**src/rtl/smi_pkg.sv**
```systemverilog
// Shared definitions for the SMI-to-SPRAM sample ring bridge: register
// addresses, CTRL/FLAGS bit positions and the head prefetch state encoding.
package smi_pkg;

  localparam logic [5:0] ADDR_DATA  = 6'h2A;
  localparam logic [5:0] ADDR_COUNT = 6'h2B;
  localparam logic [5:0] ADDR_FLAGS = 6'h2C;
  localparam logic [5:0] ADDR_CTRL  = 6'h2D;

  localparam int CTRL_FLUSH    = 0;
  localparam int CTRL_CLRFLAGS = 1;

  localparam int FLAG_OVF = 0;
  localparam int FLAG_UDR = 1;

  typedef enum logic [1:0] {
    IDLE    = 2'd0,
    FETCH   = 2'd1,
    CAPTURE = 2'd2,
    READY   = 2'd3
  } head_state_t;

endpackage

```
**src/rtl/smi_strobe_sync.sv**
```systemverilog
// Two-flop synchronizer for an asynchronous active-low SMI strobe, with a
// third stage so single-cycle rise and fall pulses can be derived.
module smi_strobe_sync (
  input  logic clk,
  input  logic rst,
  input  logic strobe,
  output logic level,
  output logic rise,
  output logic fall
);

  logic s1;
  logic s2;
  logic s3;

  // Resampling chain; reset to the asserted (low) level so a strobe already
  // low when reset releases cannot produce a fall pulse, and the spurious
  // rise seen when it is high finds nothing pending.
  // NOTE: sequential state uses non-blocking assignments only, so every flop
  // samples the pre-edge value of its neighbour and the chain never collapses.
  always_ff @(posedge clk) begin
    if (rst) begin
      s1 <= 1'b0;
      s2 <= 1'b0;
      s3 <= 1'b0;
    end else begin
      s1 <= strobe;
      s2 <= s1;
      s3 <= s2;
    end
  end

  assign level = s2;
  assign rise  = s2 & ~s3;
  assign fall  = ~s2 & s3;

endmodule

```
**src/rtl/smi_spram_ctrl.sv**
```systemverilog
// Bridges the Pi SMI secondary-memory bus to a single-port SPRAM used as a
// sample ring. The fabric producer writes samples; the Pi pops the head word,
// reads count/flags and flushes, all through resynchronised SMI strobes.
module smi_spram_ctrl
  import smi_pkg::*;
#(
  parameter int DEPTH_LOG2 = 14
) (
  input  logic                  clk,
  input  logic                  rst,
  input  logic [5:0]            smi_sa,
  input  logic                  smi_soe,
  input  logic                  smi_swe,
  input  logic [15:0]           smi_sd_in,
  output logic [15:0]           smi_sd_out,
  output logic                  smi_sd_oe,
  input  logic                  wr_valid,
  input  logic [15:0]           wr_data,
  output logic [DEPTH_LOG2-1:0] ram_addr,
  output logic [15:0]           ram_wdata,
  output logic                  ram_we,
  input  logic [15:0]           ram_rdata
);

  localparam logic [DEPTH_LOG2:0]   COUNT_FULL = {1'b1, {DEPTH_LOG2{1'b0}}};
  localparam logic [DEPTH_LOG2:0]   COUNT_ONE  = {{DEPTH_LOG2{1'b0}}, 1'b1};
  localparam logic [DEPTH_LOG2-1:0] PTR_ONE    = {{(DEPTH_LOG2-1){1'b0}}, 1'b1};

  // Strobe synchronisation
  logic soe_level, soe_rise, soe_fall;
  logic swe_level, swe_rise, swe_fall;

  smi_strobe_sync u_soe_sync (
    .clk    (clk),
    .rst    (rst),
    .strobe (smi_soe),
    .level  (soe_level),
    .rise   (soe_rise),
    .fall   (soe_fall)
  );

  smi_strobe_sync u_swe_sync (
    .clk    (clk),
    .rst    (rst),
    .strobe (smi_swe),
    .level  (swe_level),
    .rise   (swe_rise),
    .fall   (swe_fall)
  );

  // Ring and SMI interface state
  logic [5:0]            sa_s1, sa_s2;
  logic [5:0]            wr_addr;
  logic [15:0]           ctrl_data;
  logic [15:0]           out_reg;
  logic                  oe_reg;
  logic                  pop_pending;
  logic [DEPTH_LOG2-1:0] wr_ptr, rd_ptr;
  logic [DEPTH_LOG2:0]   count, count_next;
  logic                  ovf, udr;
  logic [15:0]           head_reg;
  head_state_t           state, state_next;

  logic full, head_valid;
  logic do_flush, do_clr, do_write, do_pop;
  logic ovf_set, udr_set;

  // Only the two low CTRL bits carry commands; the rest are reserved.
  logic unused_ctrl_bits;
  assign unused_ctrl_bits = ^ctrl_data[15:2];

  assign full       = (count == COUNT_FULL);
  assign head_valid = (state == READY);

  assign do_flush = swe_rise && (wr_addr == ADDR_CTRL) && ctrl_data[CTRL_FLUSH];
  assign do_clr   = swe_rise && (wr_addr == ADDR_CTRL) && ctrl_data[CTRL_CLRFLAGS];
  assign do_write = wr_valid && !full && !do_flush;
  assign do_pop   = soe_rise && pop_pending && head_valid && !do_flush;
  assign ovf_set  = wr_valid && full && !do_flush;
  assign udr_set  = soe_fall && (sa_s2 == ADDR_DATA) && !head_valid;

  assign smi_sd_out = out_reg;
  assign smi_sd_oe  = oe_reg;

  // Next count, head prefetch transitions and SPRAM port ownership
  // NOTE: every output of this block gets a default first, so no path leaves
  // a value unassigned and no latch is inferred.
  always_comb begin
    count_next = count;
    state_next = state;
    ram_addr   = '0;
    ram_wdata  = '0;
    ram_we     = 1'b0;

    if (do_write && !do_pop)      count_next = count + COUNT_ONE;
    else if (do_pop && !do_write) count_next = count - COUNT_ONE;
    if (do_flush)                 count_next = '0;

    case (state)
      IDLE:    if (count != '0) state_next = FETCH;
      FETCH:   if (!wr_valid)   state_next = CAPTURE;
      CAPTURE: state_next = READY;
      READY:   if (do_pop) state_next = (count_next != '0) ? FETCH : IDLE;
      default: state_next = IDLE;
    endcase
    if (do_flush) state_next = IDLE;

    // The producer has no backpressure, so it always owns the port when it
    // strobes; the prefetch read simply retries next cycle.
    if (!rst) begin
      if (wr_valid) begin
        ram_addr  = wr_ptr;
        ram_wdata = wr_data;
        ram_we    = do_write;
      end else if (state == FETCH) begin
        ram_addr = rd_ptr;
      end
    end
  end

  // Ring pointers, count, sticky flags, head register and prefetch state
  always_ff @(posedge clk) begin
    if (rst) begin
      state    <= IDLE;
      count    <= '0;
      wr_ptr   <= '0;
      rd_ptr   <= '0;
      ovf      <= 1'b0;
      udr      <= 1'b0;
      head_reg <= '0;
    end else begin
      state <= state_next;
      count <= count_next;
      if (do_flush) begin
        wr_ptr <= '0;
        rd_ptr <= '0;
      end else begin
        if (do_write) wr_ptr <= wr_ptr + PTR_ONE;
        if (do_pop)   rd_ptr <= rd_ptr + PTR_ONE;
      end
      // A new event in the same cycle as a clear must not be lost.
      ovf <= (ovf & ~(do_clr | do_flush)) | ovf_set;
      udr <= (udr & ~(do_clr | do_flush)) | udr_set;
      if (state == CAPTURE) head_reg <= ram_rdata;
    end
  end

  // SMI address sync, read response latch, output enable and write capture
  always_ff @(posedge clk) begin
    if (rst) begin
      sa_s1       <= '0;
      sa_s2       <= '0;
      wr_addr     <= '0;
      ctrl_data   <= '0;
      out_reg     <= '0;
      oe_reg      <= 1'b0;
      pop_pending <= 1'b0;
    end else begin
      sa_s1 <= smi_sa;
      sa_s2 <= sa_s1;

      if (soe_fall) begin
        case (sa_s2)
          ADDR_DATA: begin
            out_reg     <= head_valid ? head_reg : 16'h0000;
            oe_reg      <= 1'b1;
            pop_pending <= head_valid;
          end
          ADDR_COUNT: begin
            out_reg     <= 16'(count);
            oe_reg      <= 1'b1;
            pop_pending <= 1'b0;
          end
          ADDR_FLAGS: begin
            out_reg                <= '0;
            out_reg[FLAG_OVF]      <= ovf;
            out_reg[FLAG_UDR]      <= udr;
            oe_reg                 <= 1'b1;
            pop_pending            <= 1'b0;
          end
          default: pop_pending <= 1'b0;
        endcase
      end else if (soe_level) begin
        oe_reg      <= 1'b0;
        pop_pending <= 1'b0;
      end
      if (do_flush) pop_pending <= 1'b0;

      if (!swe_level) ctrl_data <= smi_sd_in;
      if (swe_fall)   wr_addr   <= sa_s2;
    end
  end

endmodule
```
**config.mk**
```make
export PLATFORM = sky130hd
export DESIGN_NAME = smi_spram_ctrl
export DESIGN_NICKNAME = d
export VERILOG_FILES = /design/src/rtl/smi_pkg.sv /design/src/rtl/smi_strobe_sync.sv /design/src/rtl/smi_spram_ctrl.sv
export SDC_FILE = /design/constraint.sdc
export NUM_CORES = 1
export LEC_CHECK = 0
export BUFFER_PORTS_ARGS = -buffer_cell sky130_fd_sc_hd__buf_2
export CAP_MARGIN = 0
export CORE_MARGIN = 3
export CORE_UTILIZATION = 49
export DETAILED_ROUTE_END_ITERATION = 6
export PLACE_DENSITY = 0.83
export REMOVE_ABC_BUFFERS = 1
export SLEW_MARGIN = 20
export SYNTH_ARGS = -nofsm -noshare
export SYNTH_HDL_FRONTEND = slang
export SYNTH_SLANG_ARGS = --single-unit
```
**constraint.sdc**
```tcl
create_clock -name clk -period 2.75 [get_ports clk]
set_input_delay 0.275 -clock clk [delete_from_list [all_inputs] [get_ports clk]]
set_output_delay 0.275 -clock clk [all_outputs]
set_load 0.01 [all_outputs]
```
==> results of run 1 <==
==> layout by cell type, fill, tap and decap left out, types with 5 or more instances in the layout <==
cell      count
buf_4        23
nand3_1      17
a22o_1       15
inv_1         9
a21oi_1      29
a22oi_1      14
xnor2_1       9
buf_2        92
ha_1          9
nand4_1      13
o21ai_0       6
nor3_1        7
mux2i_1      26
xor2_1       26
nand2_1      29
and3_1       11
and2_1       21
nor2b_1      22
nor2_1      115
dfxtp_1     106
nor3b_1       5
clkbuf_8      9
==> power breakdown <==
part | internal, uW | switching [uW]
clock | 364 | 610
sequential | 1630 | 55.5
combinational | 244 | 280
total | 2240 | 946
==> layer usage <==
metal	vias to the layer above	track usage, %
li1	2167	-
met1	2043	26.9
met2	133	36.5
met3	13	4.15
met4	0	6.30
met5	-	0
==> worst min-delay path by stage <==
stage	to	slack, ns	cells past startpoint
after global routing	sa_s1[3]$_SDFF_PP0_	0.07	2
after CTS	sa_s1[0]$_SDFF_PP0_	0.07	2
after detailed placement	sa_s2[3]$_SDFF_PP0_	0.43	1
after floorplan	smi_sd_oe$_SDFFE_PP0P_	0.34	1
final	sa_s1[0]$_SDFF_PP0_	0.09	2
after global placement	u_soe_sync.level$_SDFF_PP0_	0.42	1
==> metrics by stage <==
| stage | power [uW] | setup WS, ns |
|---|---|---|
| after CTS | 3200 | 0.0435 |
| after detailed placement | 2240 | 0.174 |
| after global routing | 3330 | -0.0276 |
| after floorplan | 2040 | -0.124 |
| after global placement | 2200 | 0.275 |
| final | 3180 | 0.191 |
==> worst max-delay path: stages, from the launching register on <==
cell and delay [ns]:
dfxtp_1 0.43, ha_1 0.20, and4b_1 0.31, buf_4 0.21, nand2_1 0.15, a21oi_1 0.28, a41o_1 0.24, xor2_1 0.09
o21a_1 0.21, a211oi_1 0.21, a31oi_1 0.11
==> area by class of cell <==
cell class | count | area (um^2)
well taps | 133 | 166
repair buffers | 115 | 633
flip-flops and latches | 107 | 2140
fillers | 906 | 3950
multi-input cells | 425 | 2690
clock buffers | 9 | 124
clock inverters | 7 | 80.1
inverters | 9 | 33.8
==> kinds of logic (layout without fill, tap and decap cells) <==
| kind of cell | after synthesis | after routing | share of synthesized area [%] |
|---|---|---|---|
| buf+inv | 46 | 140 | 3.91 |
| simple gates | 269 | 269 | 27.5 |
| mux | 26 | 26 | 5.21 |
| xor+xnor | 35 | 35 | 6.14 |
| compound gates | 86 | 86 | 12.1 |
| fa+ha+maj | 9 | 9 | 2.26 |
| flops | 107 | 107 | 42.9 |
==> impl_metrics.py, run 1 <==
metrics = {
    "placed_design": {
        "dpl.cell_count": 789,
        "placed_area_mm2": 0.00564,
        "io_buffer_count": 92,
        "place_congestion": 0.868,
        "dp_hpwl_mm": 8.41,
    },
    "final_layout": {
        "drive_gt1_share_pct": 22.0,
        "fin_area_mm2": 0.00587,
        "diodes": 0,
        "finalNonFillerCells": 805,
        "area_growth_pct": 17.6,
        "fin_util_pct": 59.8,
        "nets": 735,
    },
    "power_and_ir_drop": {
        "vdd_ir_drop_max_mv": 0.329,
        "p_leak_uw": 0.00243,
        "power_density_mw_per_mm2": 542,
    },
    "setup_path": {
        "endpoint_kind": "register",
        "reg2reg_slack_ns": 0.19,
        "cp-endpoint": "state[0]$_SDFFE_PP0P_",
        "ff2ff_path_depth": 10,
        "reg2reg_from": "state[1]$_SDFFE_PP0P_",
        "crit_start": "state[1]$_SDFFE_PP0P_",
        "cp.arrival_ns": 2.82,
        "worstReg2RegEnd": "state[0]$_SDFFE_PP0P_",
        "criticalPathCategory": "reg -> reg",
        "worst-path-max-fanout": 9,
        "cp.required_ns": 3.01,
        "critPathLaunchType": "register",
    },
    "clocking": {
        "cts-root-buf": "clkbuf_8",
        "h-tree-depth": 3,
        "cts_tree": "done",
        "cts_resized": 0,
        "clk_path_buf_depth": 2,
        "cts_sinks": 107,
        "cts_buffers": 9,
        "hold_buffers": 0,
        "clkTransAtPathRegs_ns": 0.12,
        "postCtsSetupBuffers": 0,
        "clkLatencyLatePin_ns": 0.38,
    },
    "floorplanning": {
        "die_y_um": 107,
        "initial_core_util_pct": 50.8,
        "coreArea_mm2": 0.00982,
        "die_w_um": 107,
        "num_rows": 36,
        "die-area_mm2": 0.0114,
        "num_io_pins": 107,
    },
    "global_routing": {
        "grt_pass1_vias": 4267,
        "groute.usage.overall_pct": 21.2,
        "antenna_found_initial": 0,
        "grt_pass1_wl_mm": 19.8,
        "grt_max_degree": 67,
        "overflow": 0,
    },
    "timing": {
        "fmax_mhz": 391,
        "worst_pin_slew_ns": 0.685,
        "fin_crit_ns": 2.56,
        "maxSlewHeadroom_pct": 54.3,
        "tns_ns": 0,
        "hold_viol_final": 0,
        "setup_viol_count_final": 0,
        "fin_skew_ns": 0.0198,
        "fin_crit_sh_pct": 93.1,
        "final-max-slew-violation-count": 0,
        "whs_ns": 0.0888,
    },
    "logic_synthesis": {
        "synth-seq-cells": 107,
        "synth_top_area_cell": "dfxtp_1",
        "ys_seq_area_share_pct": 42.9,
        "syn_area_per_cell_um2": 8.64,
        "yosysMostFrequentCell": "nor2_1",
        "ys_top_cells_by_count": "nor2_1, dfxtp_1, a21oi_1",
        "async_flop_share_pct": 0,
        "synth-edff-count": 0,
        "yosysWarningCount": 0,
        "yosys.area.top_type_share_pct": 42.9,
        "synth_area_leaders": "dfxtp_1, nor2_1, mux2i_1, xor2_1, a21oi_1",
        "synthFlopType": "dfxtp_1",
        "synth_cell_type_count": 55,
        "netlist_area_mm2": 0.00499,
        "syn_inst": 578,
    },
    "route": {
        "wl_per_cell_um": 14.4,
        "wl_met1_mm": 5.18,
        "met2RoutedLength_mm": 5.64,
        "wl_mm": 11.6,
        "wl_met3_um": 626,
        "dr.pass1.iters": 5,
        "ant_nets": 0,
        "drcViolationCount": 0,
        "routed_via_density": 5.41,
        "top_layer_used": "met4",
        "vias": 4356,
        "drt-initial-drc-count": 272,
    },
    "hold_path": {
        "hp-start": "smi_sa[0]",
        "hold_path.class": "in -> reg",
    },
    "run": {
        "maxCapViolCount": 0,
    },
    "outcome": {
        "status": "finished clean",
    },
}
No activity file was read; power rests on OpenSTA's default activity.
==> run 2: changes to the inputs <==
--- a/config.mk
+++ b/config.mk
@@ -5,10 +5,12 @@
 export SDC_FILE = /design/constraint.sdc
 export NUM_CORES = 1
 export LEC_CHECK = 0
+export ABC_AREA = 1
 export BUFFER_PORTS_ARGS = -buffer_cell sky130_fd_sc_hd__buf_2
 export CAP_MARGIN = 0
+export CORE_ASPECT_RATIO = 0.5
 export CORE_MARGIN = 3
-export CORE_UTILIZATION = 49
+export CORE_UTILIZATION = 50
 export DETAILED_ROUTE_END_ITERATION = 6
 export PLACE_DENSITY = 0.83
 export REMOVE_ABC_BUFFERS = 1
==> run 2 against run 1 <==
  * Critical endpoint unchanged
  * Highest routed layer unchanged
  * Register-to-register slack barely moved
  * Via count rose by 30%
  * Sequential share of layout area fell by 3.8 points
  * Setup slack got worse by 0.0048 ns
  * Largest cell class unchanged
  * Critical path depth rose by 10
  * Power rose by 17%
  * Utilization rose by 2.0 points
  * Flip-flop and latch count did not move
  * Combinational power rose by 23%
==> impl_metrics.py, run 2 <==
metrics = {
    "outcome": {
        "status": "finished clean",
    },
    "placed_design": {
        "place_congestion": 1.01,
        "dp_hpwl_mm": 10.4,
        "placed_area_mm2": 0.00618,
        "io_buffer_count": 92,
    },
    "setup_path": {
        "crit_start": "count[0]$_SDFF_PP0_",
        "endpoint_kind": "register",
        "ff2ff_path_depth": 20,
        "worst-path-max-fanout": 10,
        "cp-endpoint": "state[0]$_SDFFE_PP0P_",
        "reg2reg_slack_ns": 0.19,
        "criticalPathCategory": "reg -> reg",
        "critPathLaunchType": "register",
        "worstReg2RegEnd": "state[0]$_SDFFE_PP0P_",
        "cp.required_ns": 3.04,
        "cp.arrival_ns": 2.85,
        "reg2reg_from": "count[0]$_SDFF_PP0_",
    },
    "logic_synthesis": {
        "synth_area_leaders": "dfxtp_1, nand2_1, nor2_1, inv_1, o21ai_0",
        "syn_area_per_cell_um2": 6.77,
        "yosys.area.top_type_share_pct": 37.8,
        "async_flop_share_pct": 0,
        "netlist_area_mm2": 0.00567,
        "synth_fa_ha_area_share_pct": 1.99,
        "synth_top_area_cell": "dfxtp_1",
        "synthSimpleGateAreaFrac_pct": 31.0,
        "syn_inst": 837,
        "synth-edff-count": 0,
        "ys_top_cells_by_count": "nand2_1, nor2_1, inv_1",
        "ys_seq_area_share_pct": 37.8,
        "synthXorXnorAreaFrac_pct": 2.16,
        "synth_mux_area_share_pct": 0,
        "synth-seq-cells": 107,
        "synth-compound-area-share_pct": 15.9,
        "synthFlopType": "dfxtp_1",
        "synth_cell_type_count": 37,
        "synth_top_family_by_area": "simple AND/OR/NAND/NOR gates",
        "yosysMostFrequentCell": "nand2_1",
        "yosysWarningCount": 0,
    },
    "timing": {
        "hold_viol_final": 0,
        "fin_crit_sh_pct": 93.2,
        "fmax_mhz": 390,
        "rsz0062_at_grt": "false",
        "fin_skew_ns": 0.00857,
        "tns_ns": 0,
        "maxSlewHeadroom_pct": 49.0,
        "whs_ns": 0.112,
        "fin_crit_ns": 2.56,
        "setup_viol_count_final": 0,
        "final-max-slew-violation-count": 0,
        "worst_pin_slew_ns": 0.764,
    },
    "global_routing": {
        "groute.usage.overall_pct": 23.2,
        "grt_pass1_wl_mm": 24.1,
        "antenna_found_initial": 0,
        "grt_max_degree": 51,
        "grtUsageMet1_pct": 29.7,
        "overflow": 0,
        "busiest_layer": "met2",
        "grt_pass1_vias": 5195,
        "gr-usage-met3_pct": 4.63,
        "grt_util_met2_pct": 40.6,
    },
    "route": {
        "wl_per_cell_um": 13.8,
        "routed_via_density": 5.36,
        "drcViolationCount": 0,
        "vias": 5674,
        "wl_mm": 14.6,
        "ant_nets": 0,
        "drt-initial-drc-count": 525,
        "dr.pass1.iters": 5,
    },
    "hold_path": {
        "hold_path.class": "in -> reg",
    },
    "final_layout": {
        "final_common_cell": "nand2_1",
        "drive_gt1_share_pct": 17.2,
        "fin_area_mm2": 0.00655,
        "nets": 982,
        "fill_cells": 965,
        "multi_input_area_mm2": 0.00293,
        "area_growth_pct": 15.6,
        "regArea_mm2": 0.00214,
        "final_cell_mix": "nand2_1, nor2_1, inv_1",
        "diodes": 0,
    },
    "floorplanning": {
        "initial_core_util_pct": 53.4,
        "die_y_um": 81.3,
        "die-area_mm2": 0.0127,
        "coreArea_mm2": 0.0106,
        "die_w_um": 157,
        "num_io_pins": 107,
        "num_rows": 26,
    },
    "clocking": {
        "hold_buffers": 0,
        "clkLatencyLatePin_ns": 0.36,
        "cts_sinks": 107,
        "cts_tree": "done",
        "h-tree-depth": 3,
        "cts-root-buf": "clkbuf_16",
        "clkTransAtPathRegs_ns": 0.08,
        "cts_buffers": 9,
        "clk_path_buf_depth": 2,
    },
    "run": {
        "maxCapViolCount": 0,
    },
    "power_and_ir_drop": {
        "p_leak_uw": 0.00298,
        "power_density_mw_per_mm2": 567,
        "vdd_ir_drop_max_mv": 0.301,
        "power_uw": 3710,
    },
}
run 2: cell count changes after synthesis, sizes merged, moves of 12 or more:
cell and delta:
a22o -15, mux2i -26, a21oi +39, a22oi -14, and3 -12, nor2 +13
o21ai +68, nor2b -23, nand2 +136, inv +105, xor2 -14, and2 -20
nor3 +18, nand3 +31
run 2: power by group:
part	internal [uW]	total [uW]	switching [uW]
logic	214	641	427
registers	1680	1770	88.5
clock network	645	1300	658
total	2540	3710	1170
run 2: worst min path at each step:
stage / start / endpoint / slack [ns] / depth (start not counted)
final: smi_sa[3] / sa_s1[3]$_SDFF_PP0_ / 0.11 / 3
after global routing: smi_sa[3] / sa_s1[3]$_SDFF_PP0_ / 0.11 / 3
after CTS: smi_sa[3] / sa_s1[3]$_SDFF_PP0_ / 0.11 / 3
after detailed placement: sa_s1[4]$_SDFF_PP0_ / sa_s2[4]$_SDFF_PP0_ / 0.39 / 2
after global placement: sa_s1[2]$_SDFF_PP0_ / sa_s2[2]$_SDFF_PP0_ / 0.39 / 2
after floorplan: rst / udr$_SDFF_PP0_ / 0.34 / 1
run 2: per-layer routing:
layer  vias up  wire, um
met5         -         0
met4         0       178
met3        19      1030
met2       213      6810
met1      2587      6540
li1       2855         -
run 2: through the flow:
step                setup WS (ns)  utilization (%)  std cells
finish                      0.186             61.8       1059
global route               0.0115             61.8       1059
CTS                         0.105             61.1       1056
detailed placement          0.178             58.3       1040
global placement            0.220             58.3       1040
floorplan                   0.563                -        798
run 2: layout make-up:
cell class,count,share of cell area (%)
clock inverter,7,1.18
clock buffer,9,3.44
multi-input combinational,576,44.7
tap,140,2.67
sequential,107,32.7
inverter,115,6.63
timing repair buffer,105,8.71
run 2: kinds of logic after synthesis:
logic type,after synthesis
flip-flops,107
AO/OA/AOI/OAI,166
XOR/XNOR,14
adder cells (fa/ha/maj),9
AND/OR/NAND/NOR,387
buffers and inverters,154
run 2: critical path, stage by stage, from the launching register on:
cell and delay (ns):
dfxtp_1 0.34, inv_1 0.15, ha_2 0.24, nand3_4 0.13, nor2_4 0.18, nand2_4 0.14
nand3_4 0.14, nor2_4 0.06, buf_12 0.14, buf_4 0.14, a21oi_1 0.12, nand2_1 0.11
nand2_1 0.08, nor2_1 0.04, nand2_1 0.05, inv_1 0.04, nand2_1 0.07, nand2_1 0.06
nand2_1 0.07, nand2_1 0.08, a21oi_2 0.12
run 2: repair_timing:
action                     4_1_cts  5_1_grt
gates resized for setup          0        7
setup buffers                    0        3
setup endpoints to repair        0        2
